==> src/rtl/demux_pkg.sv <==
// Shared constants, state encoding and helpers for the 1-to-8 byte demultiplexer.
package demux_pkg;

  localparam int unsigned NCH   = 8;
  localparam int unsigned SEL_W = 3;

  localparam logic [NCH-1:0] FULL_MASK = 8'hFF;

  typedef enum logic {
    FILL = 1'b0,
    DONE = 1'b1
  } state_e;

  // One-hot decode of a channel index.
  function automatic logic [NCH-1:0] onehot(input logic [SEL_W-1:0] idx);
    return NCH'(1) << idx;
  endfunction

endpackage

==> src/rtl/demux_ch_reg.sv <==
// Single held channel register: synchronous active-low clear, load on enable.
module demux_ch_reg #(
  parameter int unsigned W = 8
) (
  input  logic         clk,
  input  logic         rst_n,
  input  logic         en,
  input  logic [W-1:0] d,
  output logic [W-1:0] q
);

  logic [W-1:0] data_d;
  logic [W-1:0] data_q;

  // Load new data when enabled, otherwise hold.
  always_comb begin
    data_d = data_q;
    if (en) data_d = d;
  end

  // Data register with synchronous clear.
  always_ff @(posedge clk) begin
    if (!rst_n) data_q <= '0;
    else        data_q <= data_d;
  end

  assign q = data_q;

endmodule

==> src/rtl/demux1t8_8_seq.sv <==
// Registered 1-to-8 byte demultiplexer with addressed/scan channel selection
// and frame completion tracking.
// Optional overwrite detection output `ovr` is enabled by DEMUX_OVR_CHECK_EN.
module demux1t8_8_seq
  import demux_pkg::*;
#(
  parameter int unsigned W = 8
) (
  input  logic             clk,
  input  logic             rst_n,
  input  logic [W-1:0]     din,
  input  logic [SEL_W-1:0] s,
  input  logic             mode,
  input  logic             valid_in,
  output logic             ready_out,
  output logic [W-1:0]     o0,
  output logic [W-1:0]     o1,
  output logic [W-1:0]     o2,
  output logic [W-1:0]     o3,
  output logic [W-1:0]     o4,
  output logic [W-1:0]     o5,
  output logic [W-1:0]     o6,
  output logic [W-1:0]     o7,
  output logic [NCH-1:0]   we,
  output logic [SEL_W-1:0] cnt,
  output logic [NCH-1:0]   mask,
  output logic             frame_done
`ifdef DEMUX_OVR_CHECK_EN
  ,
  output logic             ovr
`endif
);

  state_e           state_d, state_q;
  logic [SEL_W-1:0] cnt_d, cnt_q;
  logic [NCH-1:0]   mask_d, mask_q;
  logic [NCH-1:0]   we_d, we_q;
  logic             ready_d, ready_q;
  logic             frame_done_d, frame_done_q;
  logic             mode_prev_d, mode_prev_q;

  logic             accept;
  logic             abort;
  logic [SEL_W-1:0] ch;
  logic [W-1:0]     o_arr [NCH];

  // Handshake, channel choice and frame-abort detection.
  always_comb begin
    accept = valid_in && ready_q;
    ch     = mode ? cnt_q : s;
    abort  = (mode != mode_prev_q) && (mask_q != '0);
  end

  // Next-state logic for the frame FSM, scan counter, mask and strobes.
  always_comb begin
    state_d      = state_q;
    cnt_d        = cnt_q;
    mask_d       = mask_q;
    we_d         = '0;
    mode_prev_d  = mode;

    case (state_q)
      FILL: begin
        if (accept) begin
          mask_d = mask_q | onehot(ch);
          we_d   = onehot(ch);
          if (mode) cnt_d = SEL_W'(cnt_q + SEL_W'(1));
          if (mask_d == FULL_MASK) state_d = DONE;
        end
      end
      DONE: begin
        // Bubble cycle: nothing is accepted, the frame mask is retired.
        mask_d  = '0;
        state_d = FILL;
      end
      default: state_d = FILL;
    endcase

    // A mode switch mid-frame discards the frame after any same-edge write.
    if (abort) begin
      mask_d  = '0;
      cnt_d   = '0;
      state_d = FILL;
    end

    ready_d      = (state_d == FILL);
    frame_done_d = (state_d == DONE);
  end

  // Control and status registers.
  always_ff @(posedge clk) begin
    if (!rst_n) begin
      state_q      <= FILL;
      cnt_q        <= '0;
      mask_q       <= '0;
      we_q         <= '0;
      ready_q      <= 1'b1;
      frame_done_q <= 1'b0;
      mode_prev_q  <= 1'b0;
    end else begin
      state_q      <= state_d;
      cnt_q        <= cnt_d;
      mask_q       <= mask_d;
      we_q         <= we_d;
      ready_q      <= ready_d;
      frame_done_q <= frame_done_d;
      mode_prev_q  <= mode_prev_d;
    end
  end

  // Eight held channel registers, loaded by the one-hot write decode.
  for (genvar i = 0; i < NCH; i++) begin : g_ch
    demux_ch_reg #(.W(W)) u_ch_reg (
      .clk   (clk),
      .rst_n (rst_n),
      .en    (we_d[i]),
      .d     (din),
      .q     (o_arr[i])
    );
  end

`ifdef DEMUX_OVR_CHECK_EN
  logic ovr_d, ovr_q;

  // Flag an addressed write to a channel already written in this frame.
  always_comb begin
    ovr_d = accept && !mode && mask_q[s];
  end

  // Overwrite flag register, aligned with the write strobe.
  always_ff @(posedge clk) begin
    if (!rst_n) ovr_q <= 1'b0;
    else        ovr_q <= ovr_d;
  end

  assign ovr = ovr_q;
`endif

  assign ready_out  = ready_q;
  assign we         = we_q;
  assign cnt        = cnt_q;
  assign mask       = mask_q;
  assign frame_done = frame_done_q;
  assign o0 = o_arr[0];
  assign o1 = o_arr[1];
  assign o2 = o_arr[2];
  assign o3 = o_arr[3];
  assign o4 = o_arr[4];
  assign o5 = o_arr[5];
  assign o6 = o_arr[6];
  assign o7 = o_arr[7];

endmodule

==> config.mk <==
export PLATFORM = sky130hd
export DESIGN_NAME = demux1t8_8_seq
export DESIGN_NICKNAME = d
export VERILOG_FILES = /design/src/rtl/demux_pkg.sv /design/src/rtl/demux_ch_reg.sv /design/src/rtl/demux1t8_8_seq.sv
export SDC_FILE = /design/constraint.sdc
export NUM_CORES = 1
export LEC_CHECK = 0
export CAP_MARGIN = 10
export CORE_UTILIZATION = 36
export DETAILED_ROUTE_END_ITERATION = 6
export GPL_ROUTABILITY_DRIVEN = 0
export PLACE_DENSITY = 0.76
export SYNTH_ARGS = -nofsm -noshare
export SYNTH_HDL_FRONTEND = slang
export SYNTH_SLANG_ARGS = --single-unit
==> constraint.sdc <==
create_clock -name clk -period 1.85 [get_ports clk]
set_clock_uncertainty 0.2 [all_clocks]
set_input_delay 0.555 -clock clk [delete_from_list [all_inputs] [get_ports clk]]
set_output_delay 0.555 -clock clk [all_outputs]
set_load 0.05 [all_outputs]
==> reports/metrics.yaml, run 1 <==
outcome:
  outcome: "finished clean"
routing:
  wl_mm: 9.700
  first_pass_iters: 5
  first_iter_violations: 84
  post_drt_via_cell_ratio: 4.842
  wl_per_cell_um: 16.52
  drc: 0
  ant_nets: 0
  via_count: 2842
clocking:
  ctsHoldBuffers: 0
  clkLatencyLatePin_ns: 0.35
  clkSinkCount: 86
  cts_buffers: 9
  root_buffer: "clkbuf_8"
  cts_max_path_buffers: 2
  cts_tree: "yes"
  cts.htree.levels: 3
  clk_pin_slew_ns: 0.08
synth:
  synth_seq_cells: 86
  synth_top_area_cell: "dfxtp_1"
  yosysUniqueCellTypes: 39
  syn_nets: 346
  yosys-top-cells-area: "dfxtp_1 (50%), mux2i_1 (19%), nor2_1 (8.5%)"
  yosysTopAreaCellShare: 0.5011
  yosys_warnings: 0
  syn_avg_cell_area_um2: 10.41
  syn_inst: 330
  yosysSeqAreaShare: 0.5011
  ys.flop_type: "dfxtp_1"
  synth_edf_count: 0
  syn_area_um2: 3436
  async_flop_share: 0
die:
  core_um2: 9240
  die_w_um: 99.69
  io_pins: 100
  dieArea_um2: 9938
  start_util: 0.3718
  rows: 35
  die_h_um: 99.69
worst_setup_path:
  slowest_stage: "or3b_4"
  cp-end-kind: "flop"
  path_class: "input pin to flop"
  r2r_setup_slack_ns: 0.07
  timing.rr.end: "mask[3]$_SDFFE_PP0P_"
  reg2reg_depth: 5
  crit_family: "simple AND/OR/NAND/NOR gates"
  cpPeakStageDelay_ns: 0.41
  crit_fanout: 8
  crit_buf_inv: 1
  worstPathRequired_ns: 1.89
  critPathLaunchType: "input pin"
  crit_path_cell_trace: "buf_2 > or3b_4 > and2_4 > nor2_8 > mux2i_2 > nor2_1"
  r2r_start: "mask[0]$_SDFFE_PP0P_"
  critical_path_arrival_ns: 1.85
layout:
  final_cell_area_um2: 5938
  layout_commonest_cell: "buf_12"
  nets: 470
  insertedDiodeCount: 0
  fill_cells: 677
  regArea_um2: 1737
  drive_gt1_frac: 0.3886
  multi_input_area_um2: 1628
  final_cell_mix: "buf_12 (92), dfxtp_1 (78), nor2_1 (77)"
  syn2layout_area_growth_pct: 72.83
min_path:
  hold_path_class: "flop to flop"
  whs_path_depth: 1
  hold_end: "mask[0]$_SDFFE_PP0P_"
  worstHoldStart: "mask[0]$_SDFFE_PP0P_"
place:
  place_area_um2: 5672
  portBuffers: 99
  hpwl_mm: 7.285
grt:
  grt_pass1_vias: 2919
  grt-ovfl-total: 0
  grt_usage: 0.1997
  grt_pass1_wl_mm: 15.25
  antenna_found_initial: 0
  grt_max_degree: 31
power:
  power.density_nw_per_um2: 680.9
  leakage_nw: 2.400
  ir_worst_vdd_mv: 0.4299
sta:
  layout_worst_path_cycle_share: 0.9781
  fmax_ghz: 0.5526
  hold_viol: 0
  hold_slack_ns: 0.2953
  layout_min_cycle_time_ns: 1.809
  worst_pin_slew_ns: 0.4820
  slew_violations: 0
  maxSlewHeadroom: 0.6776
  finalSetupViolCount: 0
  rsz0062_at_grt: "true"
flow_run:
  drv_cap: 0
kinds of logic (layout without fill, tap and decap cells):
logic type | after synthesis | count (layout) | share of synthesized area
and+or+nand+nor | 125 | 125 | 0.1970
muxes | 67 | 67 | 0.2003
DFF | 86 | 86 | 0.5011
AOI/OAI and AO/OA | 22 | 22 | 0.04916
buffers and inverters | 26 | 154 | 0.04115
xor gates and xnor gates | 3 | 3 | 0.007649
adders and majority gates | 1 | 1 | 0.003641
power by group:
part	total [W]	internal (W)	switching, W
logic	0.000774	0.000366	0.000409
registers	0.00195	0.00190	0.0000536
clock network	0.00132	0.000628	0.000690
layer usage:
layer,global-route usage,part of all wire
met1,0.2267,0.40
met2,0.3592,0.53
met3,0.02881,0.034
met4,0.1086,0.033
met5,0,0
registers in the layout, indices dropped and copies added, names as in the netlist:
name and cells:
cnt 3, frame_done 1, g_ch.u_ch_reg.q 64, mask 8
mode_prev_q 1, ready_out 1, we 8
cell usage after synthesis (all sizes together) (3+ instances only):
| cell type | instances |
|---|---|
| dfxtp | 86 |
| nor2 | 85 |
| mux2i | 66 |
| buf | 16 |
| nor3 | 8 |
| o21a | 8 |
| clkbuf | 7 |
| nand2 | 7 |
| nand3 | 7 |
| o21ai | 5 |
| a21oi | 4 |
| and2 | 4 |
| nand3b | 4 |
| inv | 3 |
worst max path at each step:
stage               start                                 end  cells past startpoint
finish               s[2]  g_ch[6].u_ch_reg.q[2]$_SDFFE_PN0P_                      6
global route         s[1]               frame_done$_SDFF_PN0_                      7
CTS                  mode  g_ch[6].u_ch_reg.q[2]$_SDFFE_PN0P_                      7
detailed placement   mode  g_ch[1].u_ch_reg.q[6]$_SDFFE_PN0P_                      8
global placement     mode               frame_done$_SDFF_PN0_                      8
floorplan            mode  g_ch[2].u_ch_reg.q[7]$_SDFFE_PN0P_                      7
through the flow:
| stage | total power [W] | instances | setup TNS [ns] | util | setup slack [ns] |
|---|---|---|---|---|---|
| 6_report | 0.004043 | 587 | 0 | 0.6427 | 0.04052 |
| 5_1_grt | 0.004180 | 587 | -0.01090 | 0.6427 | -0.01090 |
| 4_1_cts | 0.004037 | 587 | -0.02346 | 0.6381 | -0.02346 |
| 3_5_place_dp | 0.002741 | 570 | -56.04 | 0.6138 | -0.7813 |
| 3_3_place_gp | 0.002722 | 570 | -52.43 | 0.6138 | -0.6931 |
| 2_1_floorplan | 0.002371 | 330 | -3.705 | - | -0.1199 |
timing repair:
item | 4_1_cts | 5_1_grt
gates resized for setup | 25 | 14
endpoints found under the setup margin | 85 | 32
pin swaps | 7 | 10
setup buffers | 2 | 1
cloned | 0 | 0
worst reg2reg max path: stages (launching register included):
cell	delay, ns
dfxtp_4	0.35
or4_4	0.53
o21ai_2	0.17
nand2_2	0.10
nor2_4	0.22
o21a_1	0.16
cell type report:
cell class / count / share of cell area
Timing Repair Buffer: 136 / 0.3715
Inverter: 3 / 0.001896
Clock inverter: 6 / 0.01201
Multi-Input combinational cell: 218 / 0.2741
Sequential cell: 86 / 0.2925
Tap cell: 129 / 0.02718
Clock buffer: 9 / 0.02086
Note: power is estimated with default switching activity, not from simulation.
==> run 2: changes to the inputs <==
--- a/config.mk
+++ b/config.mk
@@ -9,7 +9,7 @@
 export CORE_UTILIZATION = 36
 export DETAILED_ROUTE_END_ITERATION = 6
 export GPL_ROUTABILITY_DRIVEN = 0
-export PLACE_DENSITY = 0.76
+export PLACE_DENSITY = 0.73
 export SYNTH_ARGS = -nofsm -noshare
 export SYNTH_HDL_FRONTEND = slang
 export SYNTH_SLANG_ARGS = --single-unit
==> constraint.sdc (replaced) <==
create_clock -name clk -period 2.3 [get_ports clk]
set_clock_uncertainty 0.2 [all_clocks]
set_input_delay 0.69 -clock clk [delete_from_list [all_inputs] [get_ports clk]]
set_output_delay 0.69 -clock clk [all_outputs]
set_load 0.05 [all_outputs]
==> run 2 against run 1 <==
Net effect:
- hold slack improved by 0.0050 ns
- total power down 22%
- highest routed layer unchanged
- routed wire length down 11%
- clock power is 17% lower
- final cell count down 0.51%
- count of clock-buffer cells in the layout unchanged
==> reports/metrics.yaml, run 2 (synthesis gave the netlist of run 1 again) <==
layout:
  syn2layout_area_growth_pct: 40.57  # was 72.83%
  nets: 466  # was 470
  multi_input_area_um2: 1585  # was 1628 um^2
  drive_gt1_frac: 0.3341  # was 0.3886
  final_cell_mix: "buf_4 (108), dfxtp_1 (86), nor2_1 (78)"  # was buf_12 (92), dfxtp_1 (78), nor2_1 (77)
  regArea_um2: 1722  # was 1737 um^2
  layout_commonest_cell: "buf_4"  # was buf_12
  largest_register_ff_count: 64  # unchanged
  fill_cells: 811  # was 677
  insertedDiodeCount: 0  # unchanged
routing:
  via_count: 2771  # was 2842
  drc: 0  # unchanged
  wl_per_cell_um: 14.82  # was 16.52 um
  post_drt_via_cell_ratio: 4.745  # was 4.842
  first_iter_violations: 116  # was 84
  wl_mm: 8.655  # was 9.700 mm
  first_pass_iters: 4  # was 5
  ant_nets: 0  # unchanged
worst_setup_path:
  r2r_setup_slack_ns: 0.38  # was 0.07 ns
  crit_path_cell_trace: "clkdlybuf4s50_1 > and3b_1 > buf_12 > nand2_8 > buf_4 > nor2_8 > mux2i_2 > nor2_1"  # was buf_2 > or3b_4 > and2_4 > nor2_8 > mux2i_2 > nor2_1
  timing.rr.end: "g_ch[6].u_ch_reg.q[7]$_SDFFE_PN0P_"  # was mask[3]$_SDFFE_PP0P_
  slowest_stage: "clkdlybuf4s50_1"  # was or3b_4
  cp-startpoint: "valid_in"  # was s[2]
  crit_fanout: 8  # unchanged
  path_class: "input pin to flop"  # unchanged
  reg2reg_depth: 6  # was 5
  critical_path_arrival_ns: 2.30  # was 1.85 ns
  cpPeakStageDelay_ns: 0.50  # was 0.41 ns
  worstPathRequired_ns: 2.35  # was 1.89 ns
  r2r_start: "cnt[1]$_SDFFE_PP0P_"  # was mask[0]$_SDFFE_PP0P_
  endpoint: "g_ch[6].u_ch_reg.q[7]$_SDFFE_PN0P_"  # was g_ch[6].u_ch_reg.q[2]$_SDFFE_PN0P_
  critPathLaunchType: "input pin"  # unchanged
  cp-end-kind: "flop"  # unchanged
sta:
  setup_tns_ns: 0  # unchanged
  hold_viol: 0  # unchanged
  layout_min_cycle_time_ns: 2.253
  worst_pin_slew_ns: 0.5249  # was 0.4820 ns
  finalSetupViolCount: 0  # unchanged
  slew_violations: 0  # unchanged
  layout_worst_path_cycle_share: 0.9796
  maxSlewHeadroom: 0.6501  # was 0.6776
  fmax_ghz: 0.4439
  rsz0062_at_grt: "false"  # was true
  hold_slack_ns: 0.3003  # was 0.2953 ns
grt:
  gr-usage-met3: 0.03935  # was 0.02881
  grt_pass1_wl_mm: 13.79  # was 15.25 mm
  grt_pass1_vias: 2723  # was 2919
  grt_max_degree: 39  # was 31
  grt_usage: 0.1810  # was 0.1997
  use_met1: 0.2253  # was 0.2267
  grt-ovfl-total: 0  # unchanged
  top_usage_layer: "met2"  # unchanged
  antenna_found_initial: 0  # unchanged
  grt_use_met2: 0.3003  # was 0.3592
place:
  hpwl_mm: 6.217  # was 7.285 mm
  portBuffers: 99  # unchanged
die:
  die_w_um: 99.69  # unchanged
  io_pins: 100  # unchanged
  start_util: 0.3718  # unchanged
  die_h_um: 99.69  # unchanged
  dieArea_um2: 9938  # unchanged
  core_um2: 9240  # unchanged
  rows: 35  # unchanged
clocking:
  cts.htree.levels: 3  # unchanged
  cts_tree: "yes"  # unchanged
  cts_buffers: 9  # unchanged
  ctsHoldBuffers: 0  # unchanged
  clk_pin_slew_ns: 0.09  # was 0.08 ns
  root_buffer: "clkbuf_8"  # unchanged
  clkLatencyLatePin_ns: 0.36  # was 0.35 ns
  clkSinkCount: 86  # unchanged
  cts_max_path_buffers: 2  # unchanged
power:
  leakage_nw: 2.158  # was 2.400 nW
  power.density_nw_per_um2: 656.1  # was 680.9 nW/um^2
  ir_worst_vdd_mv: 0.3433  # was 0.4299 mV
outcome:
  outcome: "finished clean"  # unchanged
min_path:
  hold_path_class: "flop to flop"  # unchanged
flow_run:
  drv_cap: 0  # unchanged
-- run 2: per-stage QoR --
stage          std cells  setup slack [ns]  power, W  cell area, um^2    util
2_1_floorplan        330            0.1592  0.001902             3436       -
3_3_place_gp         568           -0.4547  0.002095             4606  0.4984
3_5_place_dp         568           -0.4840  0.002099             4606  0.4984
4_1_cts              584          0.003361  0.003192             4812  0.5208
5_1_grt              584          0.002451  0.003296             4830  0.5227
6_report             584           0.04701  0.003169             4830  0.5227
-- run 2: where the power goes --
| part | total (W) | leakage (nW) | internal (W) | switching, W |
|---|---|---|---|---|
| clock network | 0.00110 | 0.102 | 0.000517 | 0.000586 |
| registers | 0.00155 | 0.696 | 0.00153 | 0.0000276 |
| logic | 0.000513 | 1.36 | 0.000205 | 0.000308 |
-- run 2: metal layers --
layer / vias to the layer above / part of all wire
met2: 81 / 0.48
met1: 1329 / 0.45
li1: 1349 / -
met5: - / 0
met4: 0 / 0.015
met3: 12 / 0.049
-- run 2: timing repair --
item / in CTS / in global routing
resized for setup: 2 / 5
endpoints found under the setup margin: 51 / 31
hold endpoints to repair: 0 / 0
pin swaps: 1 / 1
gates cloned: 0 / 0
setup buffers: 0 / 0
-- run 2: worst min-delay path by stage --
stage	from	to	slack, ns	cells past startpoint
finish	g_ch[5].u_ch_reg.q[6]$_SDFFE_PN0P_	g_ch[5].u_ch_reg.q[6]$_SDFFE_PN0P_	0.30	2
global placement	g_ch[5].u_ch_reg.q[6]$_SDFFE_PN0P_	g_ch[5].u_ch_reg.q[6]$_SDFFE_PN0P_	0.28	2
global route	g_ch[1].u_ch_reg.q[4]$_SDFFE_PN0P_	g_ch[1].u_ch_reg.q[4]$_SDFFE_PN0P_	0.33	2
CTS	g_ch[5].u_ch_reg.q[6]$_SDFFE_PN0P_	g_ch[5].u_ch_reg.q[6]$_SDFFE_PN0P_	0.30	2
detailed placement	g_ch[5].u_ch_reg.q[6]$_SDFFE_PN0P_	g_ch[5].u_ch_reg.q[6]$_SDFFE_PN0P_	0.28	2
floorplan	mode_prev_q$_SDFF_PN0_	cnt[0]$_SDFFE_PP0P_	0.49	4
-- run 2: layout make-up --
| class | count | share of cell area |
|---|---|---|
| Tap cell | 129 | 0.03342 |
| Clock inverter | 7 | 0.01658 |
| Clock buffer | 9 | 0.02565 |
| Sequential cell | 86 | 0.3565 |
| Inverter | 3 | 0.002332 |
| Multi-Input combinational cell | 218 | 0.3282 |
| Timing Repair Buffer | 132 | 0.2373 |
-- run 2: critical path, delay by kind of cell --
kind,cells,cell delay [ns]
buf+inv,3,0.81
simple gates,4,0.56
mux,1,0.24
